<file path="config.mk">
export PLATFORM = sky130hd
export DESIGN_NAME = burst_responder
export DESIGN_NICKNAME = d
export VERILOG_FILES = /design/src/rtl/burst_responder_pkg.sv /design/src/rtl/burst_responder_fifo.sv /design/src/rtl/burst_responder.sv
export SDC_FILE = /design/constraint.sdc
export NUM_CORES = 1
export LEC_CHECK = 0
export BUFFER_PORTS_ARGS = -buffer_cell sky130_fd_sc_hd__buf_4
export CAP_MARGIN = 20
export CORE_UTILIZATION = 58
export DETAILED_ROUTE_END_ITERATION = 7
export PLACE_DENSITY_LB_ADDON = 0.2
export SETUP_SLACK_MARGIN = 0.3
export SYNTH_ARGS = -nofsm -noshare
export SYNTH_HDL_FRONTEND = slang
export SYNTH_SLANG_ARGS = --single-unit
export TNS_END_PERCENT = 30
</file>
<file path="constraint.sdc">
create_clock -name clk -period 8.28 [get_ports clk]
set_clock_uncertainty 0.2 [all_clocks]
set_input_delay 0.414 -clock clk [delete_from_list [all_inputs] [get_ports clk]]
set_output_delay 0.414 -clock clk [all_outputs]
set_load 0.05 [all_outputs]
</file>
<file path="src/rtl/burst_responder_pkg.sv">
// rtl/burst_responder_pkg.sv - shared FSM state type and burst length helper
// Contents: state_t (IDLE, WR_DATA, WR_RESP, RD_DATA), beats_from_len().
package burst_responder_pkg;

    typedef enum logic [1:0] {
        IDLE    = 2'd0,
        WR_DATA = 2'd1,
        WR_RESP = 2'd2,
        RD_DATA = 2'd3
    } state_t;

    // Number of beats covering len bytes; a zero length still moves one beat.
    function automatic logic [16:0] beats_from_len(input logic [15:0] len, input int unsigned bpb);
        logic [16:0] l;
        l = {1'b0, len};
        if (len == 16'd0) begin
            return 17'd1;
        end
        return (l + 17'(bpb) - 17'd1) / 17'(bpb);
    endfunction

endpackage

</file>
<file path="src/rtl/burst_responder_fifo.sv">
// rtl/burst_responder_fifo.sv - two-entry output FIFO for read return data
// Ports: clk, rst_n (async active-low), push/push_data, pop, head (oldest entry),
//        full, empty, count (0..2). Push when full and pop when empty are ignored.
module burst_responder_fifo #(
    parameter int width = 32
) (
    input  logic             clk,
    input  logic             rst_n,
    input  logic             push,
    input  logic [width-1:0] push_data,
    input  logic             pop,
    output logic [width-1:0] head,
    output logic             full,
    output logic             empty,
    output logic [1:0]       count
);

    logic [width-1:0] mem0;
    logic [width-1:0] mem1;
    logic             wptr;
    logic             rptr;
    logic [1:0]       cnt;
    logic             do_push;
    logic             do_pop;

    assign do_push = push && (cnt != 2'd2);
    assign do_pop  = pop && (cnt != 2'd0);

    always_ff @(posedge clk or negedge rst_n) begin
        if (!rst_n) begin
            mem0 <= '0;
            mem1 <= '0;
            wptr <= 1'b0;
            rptr <= 1'b0;
            cnt  <= 2'd0;
        end else begin
            if (do_push) begin
                if (wptr) begin
                    mem1 <= push_data;
                end else begin
                    mem0 <= push_data;
                end
                wptr <= ~wptr;
            end
            if (do_pop) begin
                rptr <= ~rptr;
            end
            cnt <= cnt + {1'b0, do_push} - {1'b0, do_pop};
        end
    end

    assign head  = rptr ? mem1 : mem0;
    assign full  = (cnt == 2'd2);
    assign empty = (cnt == 2'd0);
    assign count = cnt;

endmodule

</file>
<file path="src/rtl/burst_responder.sv">
// rtl/burst_responder.sv - single-burst SRAM write/read responder
// Ports: clk, rst_n (async active-low); write request wr_req/wr_gnt/wr_len/wr_addr,
//        write stream wr_data/wr_valid/wr_last/wr_ready, completion wr_done;
//        read request rd_req/rd_gnt/rd_len/rd_addr, read stream rd_data/rd_valid/rd_ready,
//        completion rd_done; SRAM sram_en/sram_we/sram_addr/sram_wdata, sram_rdata
//        (one-cycle read latency). Option macro BURST_RESPONDER_ERR_EN adds sticky resp_err.
module burst_responder
    import burst_responder_pkg::*;
#(
    parameter int addr_width = 32,
    parameter int data_width = 32,
    parameter int mem_depth  = 1024
) (
    input  logic                         clk,
    input  logic                         rst_n,
    input  logic                         wr_req,
    output logic                         wr_gnt,
    input  logic [15:0]                  wr_len,
    input  logic [addr_width-1:0]        wr_addr,
    input  logic [data_width-1:0]        wr_data,
    input  logic                         wr_valid,
    input  logic                         wr_last,
    output logic                         wr_ready,
    output logic                         wr_done,
    input  logic                         rd_req,
    output logic                         rd_gnt,
    input  logic [15:0]                  rd_len,
    input  logic [addr_width-1:0]        rd_addr,
    output logic [data_width-1:0]        rd_data,
    output logic                         rd_valid,
    input  logic                         rd_ready,
    output logic                         rd_done,
    output logic                         sram_en,
    output logic                         sram_we,
    output logic [$clog2(mem_depth)-1:0] sram_addr,
    output logic [data_width-1:0]        sram_wdata,
`ifdef BURST_RESPONDER_ERR_EN
    output logic                         resp_err,
`endif
    input  logic [data_width-1:0]        sram_rdata
);

    localparam int bpb  = data_width / 8;
    localparam int saw  = $clog2(mem_depth);
    localparam int boff = $clog2(bpb);

    state_t          state;
    logic [16:0]     beats;
    logic [16:0]     cnt;      // beats accepted (write) or popped (read)
    logic [16:0]     issued;   // SRAM reads issued
    logic [16:0]     cnt_inc;
    logic [saw-1:0]  base;
    logic            inflight; // a read was issued last cycle; its data is on sram_rdata now

    logic [addr_width-1:0] req_addr;
    logic [addr_width-1:0] req_shifted;
    logic [15:0]           req_len;
    logic [16:0]           req_beats;
    logic                  wr_hs;
    logic                  wr_final;
    logic                  rd_issue;
    logic                  rd_pop;
    logic [2:0]            occ;
    logic                  fifo_full;
    logic                  fifo_empty;
    logic [1:0]            fifo_count;
    logic                  unused_ok;

    // Grants are forced low while reset is held so every output reads 0.
    assign wr_gnt = rst_n && (state == IDLE) && wr_req;
    assign rd_gnt = rst_n && (state == IDLE) && rd_req && !wr_req;

    assign req_addr    = wr_gnt ? wr_addr : rd_addr;
    assign req_len     = wr_gnt ? wr_len : rd_len;
    assign req_shifted = req_addr >> boff;
    assign req_beats   = beats_from_len(req_len, bpb);

    assign cnt_inc  = cnt + 17'd1;
    assign wr_ready = (state == WR_DATA);
    assign wr_done  = (state == WR_RESP);
    assign wr_hs    = wr_ready && wr_valid;
    assign wr_final = wr_hs && (wr_last || (cnt_inc == beats));

    // Occupancy after this cycle's pop: FIFO entries plus the read whose data is returning.
    assign rd_pop   = rd_valid && rd_ready;
    assign occ      = {1'b0, fifo_count} + {2'b0, inflight} - {2'b0, rd_pop};
    assign rd_issue = (state == RD_DATA) && (issued < beats) && (occ < 3'd2);
    assign rd_valid = !fifo_empty;
    assign rd_done  = rd_valid && (cnt == beats - 17'd1);

    // Word addresses wrap modulo mem_depth through truncation.
    always_comb begin
        sram_en    = wr_hs || rd_issue;
        sram_we    = wr_hs;
        sram_addr  = '0;
        sram_wdata = '0;
        if (wr_hs) begin
            sram_addr  = base + cnt[saw-1:0];
            sram_wdata = wr_data;
        end else if (rd_issue) begin
            sram_addr = base + issued[saw-1:0];
        end
    end

    always_ff @(posedge clk or negedge rst_n) begin
        if (!rst_n) begin
            state    <= IDLE;
            beats    <= 17'd0;
            cnt      <= 17'd0;
            issued   <= 17'd0;
            base     <= '0;
            inflight <= 1'b0;
        end else begin
            inflight <= rd_issue;
            case (state)
                IDLE: begin
                    if (wr_gnt || rd_gnt) begin
                        base   <= req_shifted[saw-1:0];
                        beats  <= req_beats;
                        cnt    <= 17'd0;
                        issued <= 17'd0;
                        state  <= wr_gnt ? WR_DATA : RD_DATA;
                    end
                end
                WR_DATA: begin
                    if (wr_hs) begin
                        cnt <= cnt_inc;
                        if (wr_final) begin
                            state <= WR_RESP;
                        end
                    end
                end
                WR_RESP: state <= IDLE;
                RD_DATA: begin
                    if (rd_issue) begin
                        issued <= issued + 17'd1;
                    end
                    if (rd_pop) begin
                        cnt <= cnt_inc;
                        if (rd_done) begin
                            state <= IDLE;
                        end
                    end
                end
                default: state <= IDLE;
            endcase
        end
    end

    burst_responder_fifo #(
        .width(data_width)
    ) u_fifo (
        .clk      (clk),
        .rst_n    (rst_n),
        .push     (inflight),
        .push_data(sram_rdata),
        .pop      (rd_pop),
        .head     (rd_data),
        .full     (fifo_full),
        .empty    (fifo_empty),
        .count    (fifo_count)
    );

`ifdef BURST_RESPONDER_ERR_EN
    logic [31:0] last_word;
    logic        wrap;

    assign last_word = 32'(req_shifted[saw-1:0]) + 32'(req_beats) - 32'd1;
    assign wrap      = last_word >= 32'(mem_depth);

    always_ff @(posedge clk or negedge rst_n) begin
        if (!rst_n) begin
            resp_err <= 1'b0;
        end else if (((wr_gnt || rd_gnt) && wrap) ||
                     (wr_hs && wr_last && (cnt_inc < beats)) ||
                     (wr_hs && !wr_last && (cnt_inc == beats))) begin
            resp_err <= 1'b1;
        end
    end
`endif

    assign unused_ok = ^{req_shifted[addr_width-1:saw], fifo_full};

endmodule
</file>
# Yosys cells after proc, flatten, opt, wreduce, memory -nomap -nowiden
# Cells that the tools add are included.
dict set report word_totals {
  in_bits 167
  wordCells 89
  reg_bits 132
}
dict set report classes {
  bitwise_logic 2
  add_sub_neg 11
  n_reduce_logical 29
  magnitude_cmp 2
  muxes 22
  n_eq_ne 12
}
# cell n
set op_table {}
lappend op_table {{two-way mux 17 bit} 6}
lappend op_table {{two-way mux 32 bit} 2}
lappend op_table {{one-hot mux 17 bit (3 select lines)} 1}
lappend op_table {{adder 17 x 1 -> 17 bit, second input constant} 2}
lappend op_table {{equality test 17 bit} 2}
lappend op_table {{one-hot mux 17 bit (2 select lines)} 1}
lappend op_table {{subtractor 17 x 1 -> 17 bit, second input constant} 2}
lappend op_table {{adder 10 bit} 2}
lappend op_table {{two-way mux 10 bit} 2}
lappend op_table {{adder 16 x 3 -> 17 bit, second input constant} 1}
lappend op_table {{less-than comparator 17 bit} 1}
lappend op_table {{logical NOT 16 bit} 1}
lappend op_table {{two-way mux 16 bit} 1}
lappend op_table {{logical AND 1 bit} 12}
lappend op_table {{two-way mux 12 bit} 1}
lappend op_table {{two-way mux 2 bit} 6}
lappend op_table {{inequality test 2 bit, second input constant} 4}
lappend op_table {{one-hot mux 2 bit (4 select lines)} 1}
lappend op_table {{inequality test 2 x 1 -> 1 bit, second input constant} 3}
lappend op_table {{AND reduction 2 bit} 3}
lappend op_table {{AND reduction 5 bit} 1}
lappend op_table {{equality test 2 bit, second input constant} 2}
lappend op_table {{logical NOT 2 bit} 2}
lappend op_table {{AND reduction 4 bit} 1}
lappend op_table {{other kinds (13)} 18}

# Logic depth before layout (Yosys ltp)
dict set report logic_depth {
  depth_word 8
  mapped_depth 14
  ltp_nobuf 12
}

# Modules after synthesis
# From an unflattened synthesis, not the netlist that was laid out.
dict set report unflattened {
  cells_unflattened 973
  area_unflattened_um2 9310.2
}
# module n_inst cells_per_inst seq_area_each_um2 area_each_um2
set modules_own_cells {}
lappend modules_own_cells {burst_responder 1 784 1551.5 6095.8}
lappend modules_own_cells {burst_responder_fifo 1 189 1701.6 3214.3}

# Worst setup path before layout
# Ideal clock, no wire load.
dict set report synth_path {
  path_kind {reg2out}
  from {reg u_fifo.cnt[1], in the netlist u_fifo.count[1]}
  to {out sram_addr[0]}
  stages_incl_launch_ff 14
  arrival_time_ns 4.079
  setup_slack_ns 3.587
  t_required_ns 7.666
  path_buffers 2
  cell_sequence {dfrtp_1 -> inv_1 -> nand2_1 -> and2_1 -> ha_1 -> inv_1 -> nand2_1 -> fa_1 -> nor4b_1 -> nand4_1 -> a31o_2 -> clkbuf_1 -> clkbuf_1 -> o21ai_0}
}
dict set report synth_via {
  elab_chain_cells 8
  word_cells_on_any_way 9
}
# item line
set synth_rtl {}
lappend synth_rtl {{start, declared} burst_responder_fifo.sv:22} ;# logic [1:0] cnt;
lappend synth_rtl {{start signal, assigned} burst_responder_fifo.sv:48} ;# cnt <= cnt + {1'b0, do_push} - {1'b0, do_pop};
lappend synth_rtl {{logical NOT 2 bit} burst_responder_fifo.sv:54} ;# assign empty = (cnt == 2'd0);
lappend synth_rtl {{logical NOT 1 bit} burst_responder.sv:88} ;# assign rd_valid = !fifo_empty;
lappend synth_rtl {{net rd_valid} burst_responder.sv:30} ;# output logic rd_valid,
lappend synth_rtl {{logical AND 1 bit} burst_responder.sv:85} ;# assign rd_pop = rd_valid && rd_ready;
lappend synth_rtl {{subtractor 3 x 1 -> 3 bit} burst_responder.sv:86} ;# assign occ = {1'b0, fifo_count} + {2'b0, inflight} - {2'b0, rd_pop};
lappend synth_rtl {{less-than comparator 3 x 2 -> 1 bit} burst_responder.sv:87} ;# assign rd_issue = (state == RD_DATA) && (issued < beats) && (occ < 3'd2);
lappend synth_rtl {{logical AND 1 bit} burst_responder.sv:87}
lappend synth_rtl {{two-way mux 10 bit} burst_responder.sv:100} ;# end else if (rd_issue) begin
lappend synth_rtl {{two-way mux 10 bit} burst_responder.sv:97} ;# if (wr_hs) begin
lappend synth_rtl {{end, declared} burst_responder.sv:35} ;# output logic [$clog2(mem_depth)-1:0] sram_addr,
# The timed path passes the listed nets, and every way through them passes these cells.

# Final worst setup path
dict set report layout_path {
  from {reg u_fifo.cnt[1], in the netlist u_fifo.count[1]}
  to {out sram_addr[0]}
}
dict set report layout_via {
  elab_chain_cells 8
  word_cells_on_any_way 9
}
# item line
set layout_rtl {}
lappend layout_rtl {{branches (longest 3 deep; another with adder 2 x 1 -> 3 bit)} -}
lappend layout_rtl {{subtractor 3 x 1 -> 3 bit *} burst_responder.sv:86}
lappend layout_rtl {{less-than comparator 3 x 2 -> 1 bit *} burst_responder.sv:87}
lappend layout_rtl {{logical AND 1 bit *} burst_responder.sv:87}
lappend layout_rtl {{two-way mux 10 bit *} burst_responder.sv:100}
lappend layout_rtl {{two-way mux 10 bit *} burst_responder.sv:97}
# Mark *: on every way between the ends.

==> flow_summary.toml <==
[run_status]
outcome = "finished, violations left"
violations = "design-rule violations"

[clock_tree]
cts.repair.resized = 0
numCtsBuffers = 17
hold_buffers = 6
cts-root-buf = "clkbuf_16"
cts.sinks = 130
insertion_delay_ps = 430
cts_max_path_buffers = 2
clkTransAtPathRegs_ps = 60
post_cts_buffers = 0
ctsHtreeMaxLevel = 4
cts_tree = "yes"

[sta]
fin_crit_ps = 4310
worstMarginPinSlew_ps = 856
tns_ps = 0
fmax_mhz = 232
finalMaxSlewViolations = 0
setup_viol = 0
rsz0062_at_grt = "false"
hold_viol = 0
finalCritPeriodShare_pct = 52.1
slew_headroom_pct = 42.8

[synthesis]
synthMuxAreaShare_pct = 15.8
synth_top_family_by_area = "simple AND/OR/NAND/NOR gates"
synth_edf_count = 0
synth_adder_area_share_pct = 6.04
synth_ff_type = "dfrtp_1"
synth_cell_types = 75
syn_area_per_cell_um2 = 9.75
yosysWarnings = 0
synth_compound_area_share_pct = 13.2
syn-num-nets = 1117
async_flop_share_pct = 100
synthSimpleGateAreaFrac_pct = 17.2
ys_seq_area_share_pct = 36.7
synthXorXnorAreaFrac_pct = 6.13
synthCells = 909
synth_area_mm2 = 0.00886
synth-seq-cells = 130

[floorplan]
rows = 44
die_y_um = 126
core_area_mm2 = 0.0147
die_x_um = 126
start_util_pct = 60.3
ioPinCount = 249
dieArea_mm2 = 0.0158

[layout]
area_growth_pct = 24.9
instances_no_fill = 1291
fillers = 1028
nNetsFinal = 1302
drive_above_1_share_pct = 32.7
n_antenna_cell = 0
utilization_pct = 75.3

[place]
port_buffers = 204
dp_cells = 1251
dp_hpwl_um = 16700
gp_congestion = 0.889

[drt]
drt-total-wl_um = 23200
antenna_left = 0
wl_per_cell_um = 18.0
dr.pass1.iters = 7
num_vias = 7693
vias_per_cell = 5.96
drt_iter0_markers = 552
drcViolationCount = 13

[worst_setup_path]
crit_path_end_kind = "output pin"
cp.arrival_ps = 3700
crit_fanout = 40
crit_path_start_kind = "flop"
cp_data_required_time_ps = 7670
timing_worst_setup_path_type = "reg -> out"

[power_and_ir_drop]
irDropWorstVdd_mv = 0.228
powerDensity_mw_per_mm2 = 378
leakage_nw = 5.14

[grt]
grt_antenna_before_repair = 0
grt_start_max_net_pins = 80
grt_pass1_vias = 7460
grt-ovfl-total = 0
grt_usage_pct = 30.3
grt_pass1_wl_um = 38000

[min_path]
hp-class = "in -> reg"

[flow_run]
maxCapViolations = 0
==> worst max-delay path, stage by stage (launching register included) <==
cell	delay, ps
dfrtp_1	450
inv_1	120
nand2_1	150
and2_1	220
ha_1	270
inv_1	70
nand2_1	60
fa_1	480
nor4b_1	320
nand4_1	130
a31o_2	470
o21ai_0	280
buf_4	240
==> stage by stage <==
stage	hold slack [ps]	setup WS [ps]	cell area, um^2	power, mW
global placement	256	4470	10400	3.35
floorplan	-81.6	3590	8860	2.84
global route	0.0565	3680	11100	4.42
CTS	0.114	3980	11000	4.18
detailed placement	268	4420	10400	3.41
finish	7.53	3970	11100	4.19
==> synthesized netlist by cell type, types with 3 or more instances <==
library cell	count	share of area (%)
a21o_1	13	1.1
a21oi_1	22	1.2
a22o_1	7	0.69
a31oi_1	9	0.64
and2_1	8	0.56
and3_1	39	2.8
buf_1	5	0.21
buf_6	6	0.76
clkbuf_1	36	1.5
clkbuf_8	4	0.62
dfrtp_1	130	37
fa_1	3	0.68
ha_1	38	5.4
inv_1	38	1.6
mux2_2	98	12
mux2i_1	28	3.2
nand2_1	67	2.8
nand2b_1	5	0.35
nand3_1	29	1.6
nand3b_1	6	0.51
nand4_1	20	1.4
nor2_1	43	1.8
nor2b_1	7	0.49
nor3_1	18	1.0
nor3b_1	4	0.34
nor4_1	5	0.35
o211ai_1	13	1.1
o21a_1	3	0.25
o21ai_0	60	3.4
o21ai_1	3	0.17
o22ai_1	9	0.64
o311ai_0	3	0.30
o31ai_1	4	0.34
o41ai_1	4	0.40
or3_1	4	0.28
or4_1	12	1.0
xnor2_1	38	3.8
xor2_1	24	2.4
==> kinds of logic (layout without fill, tap and decap cells) <==
| logic type | count (synthesis) | count (layout) |
|---|---|---|
| adders and majority gates | 41 | 41 |
| AOI/OAI and AO/OA | 174 | 174 |
| muxes | 127 | 127 |
| DFF | 130 | 130 |
| and+or+nand+nor | 283 | 283 |
| buffers and inverters | 92 | 290 |
| xor gates and xnor gates | 62 | 62 |
==> sequential cells by signal (all words and copies together) (netlist names) <==
signal	count
u_fifo.count	2
state	2
inflight	1
u_fifo.mem1	32
beats	15
cnt	17
base	10
u_fifo.mem0	32
u_fifo.wptr	1
u_fifo.rptr	1
issued	17
==> worst paths after layout <==
| kind | startpoint | to | slack (ps) | cells past startpoint |
|---|---|---|---|---|
| setup / recovery | u_fifo.count[1]$_DFF_PN0_ | sram_addr[0] | 3970 | 12 |
| min in group asynchronous | rst_n | cnt[13]$_DFFE_PN0P_ | 410 | 2 |
| hold reg to reg | u_fifo.rptr$_DFFE_PN0P_ | u_fifo.rptr$_DFFE_PN0P_ | 270 | 1 |
| max in group asynchronous | rst_n | cnt[5]$_DFFE_PN0P_ | 6380 | 4 |
| hold / removal | wr_addr[6] | base[4]$_DFFE_PN0P_ | 8 | 3 |
| setup reg to reg | u_fifo.count[1]$_DFF_PN0_ | issued[8]$_DFFE_PN0P_ | 4580 | 12 |
==> report_power, final <==
group          switching [mW]  total [mW]  internal [mW]
registers               0.240        1.12          0.880
logic                    1.42        2.32          0.898
clock network           0.299       0.746          0.446
==> cell usage in the layout (no fill, tap or decap), types with 7 or more instances in the layout <==
cell type  count
buf_4        213
dfrtp_1      130
mux2_2        98
nand2_1       67
o21ai_0       60
nor2_1        42
and3_1        39
inv_1         38
xnor2_1       38
ha_1          38
nand3_1       29
mux2i_1       28
xor2_1        24
a21oi_1       22
nand4_1       20
nor3_1        18
clkbuf_16     17
a21o_1        13
o211ai_1      13
or4_1         12
a31oi_1        9
o22ai_1        9
and2_1         8
nor2b_1        7
a22o_1         7
==> layout make-up <==
cell class | count | area [um^2] | area share, %
multi-input cells | 687 | 5170 | 46.7
flip-flops and latches | 130 | 3250 | 29.4
well taps | 184 | 230 | 2.08
clock inverters | 15 | 159 | 1.44
clock buffers | 17 | 425 | 3.84
repair buffers | 220 | 1690 | 15.2
inverters | 38 | 143 | 1.29
==> per-layer routing <==
layer  vias to the layer above  routed length [um]  GRT usage, %
li1                       3692                   -             -
met1                      3702                9900          39.3
met2                       259               11500          50.9
met3                        40                1360          6.20
met4                         0                 457          9.47
met5                         -                   0             0
(Power assumes the default switching activity.)
